[src/rtl/bcd_pkg.sv]
// Shared types and constants for the sequential binary-to-BCD converter.
package bcd_pkg;

    // Converter FSM states.
    typedef enum logic {
        IDLE = 1'b0,
        CONV = 1'b1
    } state_t;

    // A digit of 5 or more is pre-corrected by +3 so that the following
    // doubling carries into the next decimal digit.
    localparam logic [3:0] BCD_ADJ_THRESH = 4'd5;
    localparam logic [3:0] BCD_ADJ_ADD    = 4'd3;

    // Number of decimal digits needed to show 2^width - 1 (width up to 63).
    function automatic int min_digits(input int width);
        longint unsigned maxv;
        longint unsigned lim;
        int              d;
        if (width >= 63) begin
            maxv = 64'h7FFF_FFFF_FFFF_FFFF;
        end else begin
            maxv = (64'd1 << width) - 64'd1;
        end
        d   = 1;
        lim = 64'd10;
        for (int i = 0; i < 19; i++) begin
            if (maxv >= lim) begin
                d   = d + 1;
                lim = lim * 64'd10;
            end
        end
        return d;
    endfunction

endpackage

[src/rtl/bcd_digit_adjust.sv]
// Double-dabble digit correction: adds 3 (mod 16) to a digit of 5 or more.
module bcd_digit_adjust
    import bcd_pkg::*;
(
    input  logic [3:0] digit_in,
    output logic [3:0] digit_out
);

    // Pre-correct the digit before the accumulator is doubled.
    always_comb begin
        digit_out = (digit_in >= BCD_ADJ_THRESH) ? (digit_in + BCD_ADJ_ADD) : digit_in;
    end

endmodule

[src/rtl/seq_bin2bcd.sv]
// Sequential shift-and-add-3 binary-to-BCD converter, one input bit per clock,
// with sign/magnitude handling and digit-count overflow detection.
//
// state | meaning
// IDLE  | waiting for start; result registers hold the last completed value
// CONV  | shifting magnitude bits into the BCD accumulator, cnt counts down
module seq_bin2bcd
    import bcd_pkg::*;
#(
    parameter int IN_W   = 16,
    parameter int DIGITS = 5,
    parameter int SIGNED = 1
) (
    input  logic                  clk,
    input  logic                  rst_n,
    input  logic                  start,
    input  logic [IN_W-1:0]       bin_in,
    output logic                  busy,
    output logic                  done,
    output logic [4*DIGITS-1:0]   bcd_out,
    output logic                  sign_out,
    output logic                  ovf
);

    localparam int BCD_W = 4 * DIGITS;
    localparam int CNT_W = $clog2(IN_W + 1);
    localparam logic [CNT_W-1:0] CNT_LOAD = CNT_W'(IN_W);
    localparam logic [CNT_W-1:0] CNT_LAST = CNT_W'(1);

    state_t             state;
    logic [IN_W-1:0]    shreg;
    logic [BCD_W-1:0]   acc;
    logic [BCD_W-1:0]   acc_adj;
    logic [BCD_W-1:0]   acc_next;
    logic [CNT_W-1:0]   cnt;
    logic               sign_r;
    logic               ovf_int;
    logic               carry_out;
    logic               neg_in;
    logic [IN_W-1:0]    mag;

    for (genvar g = 0; g < DIGITS; g++) begin : g_adj
        bcd_digit_adjust u_adj (
            .digit_in  (acc[4*g +: 4]),
            .digit_out (acc_adj[4*g +: 4])
        );
    end

    // Magnitude of the operand; the most negative value wraps to 2^(IN_W-1),
    // which is exactly its magnitude when read as unsigned.
    always_comb begin
        neg_in = (SIGNED != 0) && bin_in[IN_W-1];
        mag    = neg_in ? (~bin_in + IN_W'(1)) : bin_in;
    end

    // Next accumulator value: corrected digits doubled with the next magnitude bit.
    // The bit leaving the top digit means the value no longer fits.
    always_comb begin
        carry_out = acc_adj[BCD_W-1];
        acc_next  = {acc_adj[BCD_W-2:0], shreg[IN_W-1]};
    end

    // Control FSM, datapath registers and registered result outputs.
    always_ff @(posedge clk or negedge rst_n) begin
        if (!rst_n) begin
            state    <= IDLE;
            shreg    <= '0;
            acc      <= '0;
            cnt      <= '0;
            sign_r   <= 1'b0;
            ovf_int  <= 1'b0;
            busy     <= 1'b0;
            done     <= 1'b0;
            bcd_out  <= '0;
            sign_out <= 1'b0;
            ovf      <= 1'b0;
        end else begin
            case (state)
                IDLE: begin
                    done <= 1'b0;
                    if (start) begin
                        shreg   <= mag;
                        acc     <= '0;
                        sign_r  <= neg_in;
                        ovf_int <= 1'b0;
                        cnt     <= CNT_LOAD;
                        busy    <= 1'b1;
                        state   <= CONV;
                    end
                end
                CONV: begin
                    acc   <= acc_next;
                    shreg <= {shreg[IN_W-2:0], 1'b0};
                    cnt   <= cnt - CNT_W'(1);
                    if (carry_out) begin
                        ovf_int <= 1'b1;
                    end
                    // Terminal count: this edge performs the final shift.
                    if (cnt == CNT_LAST) begin
                        bcd_out  <= acc_next;
                        sign_out <= sign_r;
                        ovf      <= ovf_int | carry_out;
                        done     <= 1'b1;
                        busy     <= 1'b0;
                        state    <= IDLE;
                    end
                end
                default: begin
                    state <= IDLE;
                end
            endcase
        end
    end

endmodule

[config.mk]
export PLATFORM = sky130hd
export DESIGN_NAME = seq_bin2bcd
export DESIGN_NICKNAME = d
export VERILOG_FILES = /design/src/rtl/bcd_pkg.sv /design/src/rtl/bcd_digit_adjust.sv /design/src/rtl/seq_bin2bcd.sv
export SDC_FILE = /design/constraint.sdc
export NUM_CORES = 1
export LEC_CHECK = 0
export CORE_ASPECT_RATIO = 0.5
export CORE_UTILIZATION = 50
export CTS_CLUSTER_DIAMETER = 50
export DETAILED_ROUTE_END_ITERATION = 7
export PLACE_DENSITY = 0.87
export SYNTH_ARGS = -nofsm -noshare
export SYNTH_HDL_FRONTEND = slang
export SYNTH_SLANG_ARGS = --single-unit
[constraint.sdc]
create_clock -name clk -period 1.4 [get_ports clk]
set_input_delay 0.35 -clock clk [delete_from_list [all_inputs] [get_ports clk]]
set_output_delay 0.35 -clock clk [all_outputs]
set_load 0.05 [all_outputs]
==> impl_results.md, run 1 <==
* Outcome: finished, violations left
* Violated checks: setup timing
* Cell count after placement at between 500 and 600
* Post-layout min period at 1.63 ns
* Dpl ws at -0.915 ns
* Setup crit start kind: flop
* Post-route cell area at around 5600 um^2
* Sw Pwr at 5.87 mW
* Grt ovf at 0
* Number of global-route vias before repair at about 3300
* Synth async-reset ratio at 100%
* Internal power at roughly 8 mW
* CTS buffer count at 9
* Setup slack after layout at -0.230 ns
* Synth top area share at 47.3%
* Antenna-violating nets left at 0
* Top layer in use: met4
* Sink Count at 68
* FMAX at between 600 and 700 MHz
* Hold crit path type: input pin to flop
* Fillers at ~350
* Unrepaired setup endpoints after global routing: true
* CTS tree: built
* Yosys reg bits at 68
* Root Driver: clkbuf_16
* Cell Area, Synth at between 3000 and 4000 um^2
* Net Sw Frac at 41.9%
* Most frequent cells in the layout: dfrtp_1, buf_4, nand2_1, buf_12
* GPL Wtd Cong at 0.870
* Via density at 5.91
* Hold Vio Cnt, Final at 0
* Max FO, Critical Path at 8
* Syn_area_per_cell at 9.61 um^2
* Initial antenna violation count at 0
* Largest net degree at the start of global routing at 48
* PwrDens at 2510 nW/um^2
* Logic pwr share at 57.9%
* Sequential area share after synthesis at a little under half
* Netlist cell types at 43
* Share of cells above drive strength 1 at 40.6%
* I/O Pins at 43
* Initial Utilization at a little over half
* Fin nets at 517
* Met1 wire length at about 4300 um
* Max Cap Violations at 0
* Post-synth EDFFs at 0
* Skew-Pair Late Insertion Delay at around 0.34 ns
* First-pass GRT wire length at about 16000 um
* Peak VDD IR at 0.00109 V
* CP required at 1.61 ns
* Detailed-route wire length per cell at 18.6 um
* Clock-pin slew on the worst setup and hold paths at 0.05 ns
* Met2 WL at 5480 um
* Area taken by multi-input logic gates at 2120 um^2
* Ranking of synthesized cells by area: dfrtp_1, ha_1, nand2_1, a21oi_1, mux2_2
* Post-Layout Cell Count at between 500 and 600
* Most common cell after layout, fill and taps aside: dfrtp_1
* Top cell type by total area after synthesis: dfrtp_1
* # diodes at 0
* H-tree depth at 3
* Vias at 3426
* Clk buf depth at 2
* TritonRoute pass-1 iters at 5
* Setup slack, reg-to-reg at -0.23 ns
* Die height at 62.0 um
* Fin util at 82.1%
* DP Area at 4890 um^2
* Slew @ Worst Pin at 0.390 ns
* Routed wire length at 10800 um
* Initial detailed-routing violation count at 253
* Synthesized instance count at approximately 370
* Hold WS at 0.419 ns
* Setup violations, final at between 40 and 50
* IO buf count at 42
* Chip Width at 122 um
* Slew headroom at 73.8%
* GRT Util Overall at 28.2%
* Core Rows at 21
* Syn Nets at 406
* Routed wl met3 at around 630 um
* Clock skew at between 0.008 and 0.009 ns
* Crit Path Class: flop to flop
* Die ar. at 7560 um^2
* Clock Power Share at between 10% and 20%
* Worst Setup End Kind: flop
* Critical Path AT at 1.84 ns
* Fin crit share at 116%
* Primary FF master, synth: dfrtp_1
* Core box area at roughly 6800 um^2
* Dpl hpwl at approximately 6200 um
* Area grow syn2layout at 55.3%
* Max-slew violation count at 0
* DRC Markers at 0
* P_leak at 2.57 nW
* Ys Warns at 0
* Sequential cell area at roughly 1700 um^2
* Sequential share of power at 27.6%
-- power groups by stage --
stage               registers, mW  logic [mW]  clock network, mW
floorplan                    4.50        2.88                  0
global placement             3.61        6.36                  0
detailed placement           3.67        6.65                  0
CTS                          3.73        7.23               2.02
global route                 3.95        8.53               2.13
finish                       3.86        8.10               2.03
-- what timing repair did --
action / in CTS / in global routing
buffers inserted: 4 / 6
endpoints found under the hold margin: 21 / 0
resized for setup: 74 / 49
pin swaps: 16 / 10
endpoints found under the setup margin: 50 / 58
hold buffers: 1 / 0
-- Yosys cell counts, types with 4 or more instances --
| library cell | instances |
|---|---|
| dfrtp_1 | 68 |
| nand2_1 | 41 |
| a21oi_1 | 29 |
| nor2_1 | 23 |
| inv_1 | 22 |
| o21ai_0 | 20 |
| and3_1 | 15 |
| ha_1 | 13 |
| a21o_1 | 10 |
| mux2_2 | 10 |
| o22ai_1 | 10 |
| xnor2_1 | 10 |
| a31oi_1 | 9 |
| mux2i_1 | 9 |
| clkbuf_1 | 8 |
| nor3_1 | 8 |
| nand2b_1 | 6 |
| nand4_1 | 6 |
| nor3b_1 | 6 |
| buf_2 | 5 |
| nor2b_1 | 5 |
| xor2_1 | 5 |
| o21ai_1 | 4 |
-- worst paths after layout --
kind,cells after the start,from,to
max,5,cnt[1],bcd_out[6]
min,4,bin_in[0],shreg[0]
max reg2reg,5,cnt[1],bcd_out[6]
min reg2reg,2,shreg[14],shreg[15]
max in group asynchronous,3,rst_n,acc[4]
min in group asynchronous,3,rst_n,shreg[0]
-- critical path: stages, from the launching register on --
cell,delay [ns]
dfrtp_1,0.39
inv_2,0.11
ha_4,0.15
nor4b_4,0.32
buf_6,0.22
mux2_4,0.31
-- registers in the layout (all words and copies together) (netlist names) --
signal,flops
bcd_out,20
done,1
ovf_int,1
ovf,1
shreg,16
busy,1
state,1
cnt,5
sign_out,1
sign_r,1
acc,20
-- cell type report --
type / instances / share of cell area [%]
multi-input cells: 267 / 37.9
flip-flops and latches: 68 / 30.5
repair buffers: 117 / 23.1
clock buffers: 11 / 4.35
well taps: 92 / 2.06
inverters: 22 / 1.79
clock inverters: 3 / 0.269
-- metal layers --
| metal | track usage [%] | up-vias |
|---|---|---|
| met5 | 0 | - |
| met4 | 12.0 | 0 |
| met3 | 7.85 | 40 |
| met2 | 53.5 | 160 |
| met1 | 30.9 | 1681 |
| li1 | - | 1545 |
-- cell families (layout without fill, tap and decap cells) --
family | after synthesis | count (layout) | share of synthesized area, %
AO/OA/AOI/OAI | 96 | 96 | 16.4
XOR/XNOR | 15 | 15 | 3.65
adder cells (fa/ha/maj) | 13 | 13 | 4.52
buffers and inverters | 39 | 153 | 4.35
flip-flops | 68 | 68 | 47.3
multiplexers | 19 | 19 | 5.64
AND/OR/NAND/NOR | 124 | 124 | 18.2
-- stage by stage --
step	TNS, ns	power, mW
2_1_floorplan	-1.32	7.38
3_3_place_gp	-12.91	9.97
3_5_place_dp	-15.70	10.3
4_1_cts	-1.98	13.0
5_1_grt	-6.93	14.6
6_report	-5.15	14.0
No activity file was read; power rests on OpenSTA's default activity.
==> run 2: changes to the inputs <==
GPL_ROUTABILITY_DRIVEN = 0   (was default)
==> results of run 2 <==
No change in the layout: final DEF, timing and power equal those of run 1.
==> patch 1, RTL diff (settings of run 2) <==
Put one more register stage on the output `busy`, without a reset. The value now appears one clock later. The other outputs are not delayed to match.
--- a/src/rtl/seq_bin2bcd.sv
+++ b/src/rtl/seq_bin2bcd.sv
@@ -26,6 +26,8 @@
     localparam int CNT_W = $clog2(IN_W + 1);
     localparam logic [CNT_W-1:0] CNT_LOAD = CNT_W'(IN_W);
     localparam logic [CNT_W-1:0] CNT_LAST = CNT_W'(1);
+
+    logic busy_s0;
 
     state_t             state;
     logic [IN_W-1:0]    shreg;
@@ -69,7 +71,7 @@
             cnt      <= '0;
             sign_r   <= 1'b0;
             ovf_int  <= 1'b0;
-            busy     <= 1'b0;
+            busy_s0  <= 1'b0;
             done     <= 1'b0;
             bcd_out  <= '0;
             sign_out <= 1'b0;
@@ -84,7 +86,7 @@
                         sign_r  <= neg_in;
                         ovf_int <= 1'b0;
                         cnt     <= CNT_LOAD;
-                        busy    <= 1'b1;
+                        busy_s0 <= 1'b1;
                         state   <= CONV;
                     end
                 end
@@ -101,7 +103,7 @@
                         sign_out <= sign_r;
                         ovf      <= ovf_int | carry_out;
                         done     <= 1'b1;
-                        busy     <= 1'b0;
+                        busy_s0  <= 1'b0;
                         state    <= IDLE;
                     end
                 end
@@ -112,5 +114,9 @@
         end
     end
 
+    always_ff @(posedge clk) begin
+        busy <= busy_s0;
+    end
+
 endmodule
 
Check against the original RTL: not equivalent (a bounded check fails within 4 cycles, from zero or initial values and one cycle with rst_n low).
==> patch 1 against run 2 <==
The run still ends with setup timing left. Clock skew up 0.0042 ns. Cell area up 7.0%. Routed wire length increased by 32%. Worst setup slack lost 0.073 ns. Synthesized area is 0.56% higher. Count of clock-buffer cells in the layout grew 1. Sequential cell count increased by 1. Total power rose by 11%. Via count increased by 12%. Non-clock buffer count grew 18. Critical endpoint is now bcd_out[15].
==> patch 1: results (changes against run 2) <==
CELL_AREA_AFTER_PLACEMENT_MM2=0.004922  # +0.72%
LEAKAGE_uW=0.002704  # +5.2%
DETAIL_ROUTE.WL_PER_CELL_UM=23.59  # +27%
GRT_FIRST_PASS_WIRELENGTH_UM=19080  # +21%
CRITPATHARRIVALTIME_NS=1.90  # +0.06 ns
DETAILROUTE.VIA_COUNT=3848  # +12%
FINALCLOCKSKEW_NS=0.01295  # +0.004240 ns
SYN_NETS=407  # +0.25%
POWER.IR.VDD_WORST_mV=1.221  # +13%
N_FILL_CELL=263  # -24%
DRIVE_ABOVE_1_SHARE=0.5000  # +0.09426
DPL_WORST_SLACK_NS=-0.8548  # +0.06037 ns
DETAIL_ROUTE.ITER0.VIOLATIONS=471  # +86%
FINAL_CRITICAL_PATH_SETUP_SLACK_NS=-0.3023  # -0.07261 ns
FINALNETCOUNT=537  # +3.9%
NUMBER_OF_ENDPOINTS_FAILING_SETUP_AT_THE_FINAL_STAGE=44  # +4.8%
SYNTH_CELLS=375  # +0.27%
RUN_STATUS='finished with violations'
FAILING_CHECKS='setup timing'
WL_UM=14200  # +32%
GLOBALROUTETOTALUTIL=0.3338  # +0.05198
SHARE_OF_FLIP_FLOPS_WITH_AN_ASYNCHRONOUS_SET_OR_RESET_AFTER_SYNTHESIS=0.9855  # -0.01449
SYNTH.TOP_CELLS.BY_AREA='sky130_fd_sc_hd__dfrtp_1 (47%), sky130_fd_sc_hd__ha_1 (4.5%), sky130_fd_sc_hd__nand2_1 (4.3%), sky130_fd_sc_hd__a21oi_1 (4.0%), sky130_fd_sc_hd__mux2_2 (3.1%)'
LARGEST_NET_DEGREE_AT_THE_START_OF_GLOBAL_ROUTING=44  # -8.3%
DRT-PASS1-ITER-COUNT=5  # unchanged
NETSWITCHINGPOWER_uW=6836  # +16%
TIMING.HOLD.WORST.START='busy_s0'
GRT_PASS1_VIAS=3686  # +11%
WORSTHOLDPATHTYPE='flop to flop'
SLEW-LIMIT-HEADROOM=0.7337  # -0.004206
DETAIL_PLACEMENT_HPWL_UM=6407  # +3.8%
==> patch 1: cell types whose count changed after synthesis <==
| cell | run 2 | this run |
|---|---|---|
| sky130_fd_sc_hd__dfxtp_1 | 0 | 1 |
==> patch 1: final cells by class <==
class                   instances  share of cell area
inverters                      22             0.01843
clock buffers                  12             0.04292
repair buffers                135              0.2406
flip-flops and latches         69              0.2889
clock inverters                 4            0.003769
multi-input cells             268              0.3861
well taps                      92             0.01926
==> patch 1: repair_timing <==
action,in CTS,in global routing
buffers inserted,12,14
hold buffers,1,0
pin swaps,34,28
cloned,1,0
setup endpoints to repair,59,57
gates resized for setup,97,79
endpoints found under the hold margin,10,0
==> patch 1: worst max-delay path: stages, from the launching register on <==
cell and delay, ns:
sky130_fd_sc_hd__dfrtp_1 0.41, sky130_fd_sc_hd__inv_2 0.11, sky130_fd_sc_hd__ha_4 0.15, sky130_fd_sc_hd__nor4b_4 0.18, sky130_fd_sc_hd__buf_4 0.18, sky130_fd_sc_hd__buf_6 0.14
sky130_fd_sc_hd__nor2_2 0.05, sky130_fd_sc_hd__a31oi_1 0.33
==> patch 1: cell families (layout without fill, tap and decap cells) <==
family	count (synthesis)	count (layout)	synth area share
simple gates	124	125	0.1806
compound gates	96	96	0.1626
flops	69	69	0.4761
buf+inv	39	173	0.04325
mux	19	19	0.05606
xor+xnor	15	15	0.03633
fa+ha+maj	13	13	0.04498
==> patch 1: power by group through the flow <==
stage	clock network, uW	registers, uW	logic (uW)
final	2190	4080	9250
after global routing	2270	4130	9590
after CTS	2130	3830	7660
after detailed placement	0	3730	6690
after global placement	0	3660	6390
after floorplan	0	4550	2880
==> patch 1: per-layer routing <==
metal  part of all wire  routed length [um]  vias up  global-route usage
met1               0.38                5456     1878              0.4001
met2               0.48                6816      310              0.5506
met5                  0                   0        -                   0
met3              0.083                1183       70             0.08640
li1                   -                   -     1590                   -
met4              0.052                 745        0              0.1784
==> patch 1: worst paths after layout <==
check / endpoint / slack (ns) / cells past startpoint
worst max-delay path: bcd_out[15] / -0.30 / 7
worst min-delay path: busy / 0.39 / 0
worst max register to register: bcd_out[15] / -0.30 / 7
worst min register to register: busy / 0.39 / 0
max in group asynchronous: acc[12] / 0.41 / 3
min in group asynchronous: shreg[0] / 0.45 / 2
==> patch 1: stage by stage <==
stage,power (uW),util,TNS [ns]
2_1_floorplan,7428,-,-1.315
3_3_place_gp,10050,0.7205,-14.43
3_5_place_dp,10420,0.7205,-16.78
4_1_cts,13620,0.8190,-2.839
5_1_grt,15990,0.8747,-7.308
6_report,15510,0.8747,-5.514
==> patch 2, RTL diff (flow settings as in run 2) <==
Made on the original files. The parameter `IN_W` goes from 16 to 8.
--- a/src/rtl/seq_bin2bcd.sv
+++ b/src/rtl/seq_bin2bcd.sv
@@ -7,7 +7,7 @@
 module seq_bin2bcd
     import bcd_pkg::*;
 #(
-    parameter int IN_W   = 16,
+    parameter int IN_W   = 8,
     parameter int DIGITS = 5,
     parameter int SIGNED = 1
 ) (
Interface: changed (resized bin_in); port bits go from 43 to 35. No check against the original RTL was run, so the function may have changed too.
==> patch 2 against run 2 <==
Via count down 11%. Worst setup slack about the same. Sequential cell count down 9. Critical endpoint is now acc[10]. Total power up 4.7%. Cell area down 13%. Routed wire length up 11%. Critical path depth up 1. Clock skew up 0.00072 ns. The flow still finishes with violations (setup timing). Synthesized area down 19%.
==> patch 2: results (changes against run 2) <==
WIRELENGTH_MET1_UM=4436  # +3.3%
WL_UM=11910  # +11%
SYNTH_SEQUENTIAL_AREA_RATIO=0.5067  # +0.03345
TOP_LAYER_USED='met5'
RUN_STATUS='finished with violations'
DPL_WORST_SLACK_NS=-0.6677  # +0.2475 ns
NONCLK_INV_COUNT=18  # -18%
GR-USAGE-MET3=0.1194  # +0.04097
POST_SYNTH_MOST_FREQUENT_CELLS='sky130_fd_sc_hd__dfrtp_1 (59), sky130_fd_sc_hd__nand2_1 (48), sky130_fd_sc_hd__o21ai_0 (35)'
GRT_FIRST_PASS_WIRELENGTH_UM=16460  # +4.7%
SYNTH_CELLS=300  # -20%
DETAIL_PLACEMENT_HPWL_UM=5041  # -18%
POWER.COMBINATIONAL.FRACTION=0.591  # +0.012
CLOCK_CELL_SHARE_OF_AREA=0.06250  # +0.01635
WORST-SLEW-PIN-TRANSITION_NS=0.5770  # +0.1874 ns
FINAL_CRITICAL_PATH_SETUP_SLACK_NS=-0.2302  # -0.0004480 ns
POWER.IR.VDD_WORST_mV=2.155  # +99%
STDCELL_AREA_MM2=0.004865  # -13%
GLOBALROUTETOTALUTIL=0.3736  # +0.09180
CELL_INTERNAL_PWR_uW=8060  # -0.80%
WL_MET2_UM=5391  # -1.5%
FAILING_CHECKS='setup timing'
CPMAXSTAGEDELAYCELL='sky130_fd_sc_hd__dfrtp_2'
POWER.DENSITY_mW_PER_MM2=3012  # +20%
SYNTH.TOP_CELLS.BY_AREA='sky130_fd_sc_hd__dfrtp_1 (51%), sky130_fd_sc_hd__nand2_1 (6.2%), sky130_fd_sc_hd__o21ai_0 (6.0%), sky130_fd_sc_hd__ha_1 (5.6%), sky130_fd_sc_hd__a21oi_1 (3.8%)'
DRT-PASS1-ITER-COUNT=7  # +2
NUMBER_OF_ENDPOINTS_FAILING_SETUP_AT_THE_FINAL_STAGE=40  # -4.8%
N_FILL_CELL=204  # -41%
ROUTE.MET3.WL_UM=1270  # +100%
==> patch 2: worst paths after layout <==
path / to / slack (ns) / start
setup / recovery: acc[10] / -0.23 / acc[8]
hold / removal: bcd_out[13] / 0.001 / rst_n
setup reg to reg: acc[10] / -0.23 / acc[8]
hold reg to reg: sign_r / 0.51 / sign_r
max in group asynchronous: acc[2] / 1.11 / rst_n
min in group clk: shreg[0] / 0.39 / bin_in[0]
==> patch 2: repair_timing <==
action	CTS	global route
buffers inserted	7	8
endpoints found under the setup margin	45	46
pin swaps	8	12
gates resized for setup	78	48
cloned	3	1
==> patch 2: kinds of logic after synthesis <==
group	count (synthesis)	synth area share
and+or+nand+nor	89	0.1456
AOI/OAI and AO/OA	83	0.1636
DFF	59	0.5067
buffers and inverters	33	0.05066
adders and majority gates	13	0.05582
muxes	12	0.04466
xor gates and xnor gates	11	0.03306
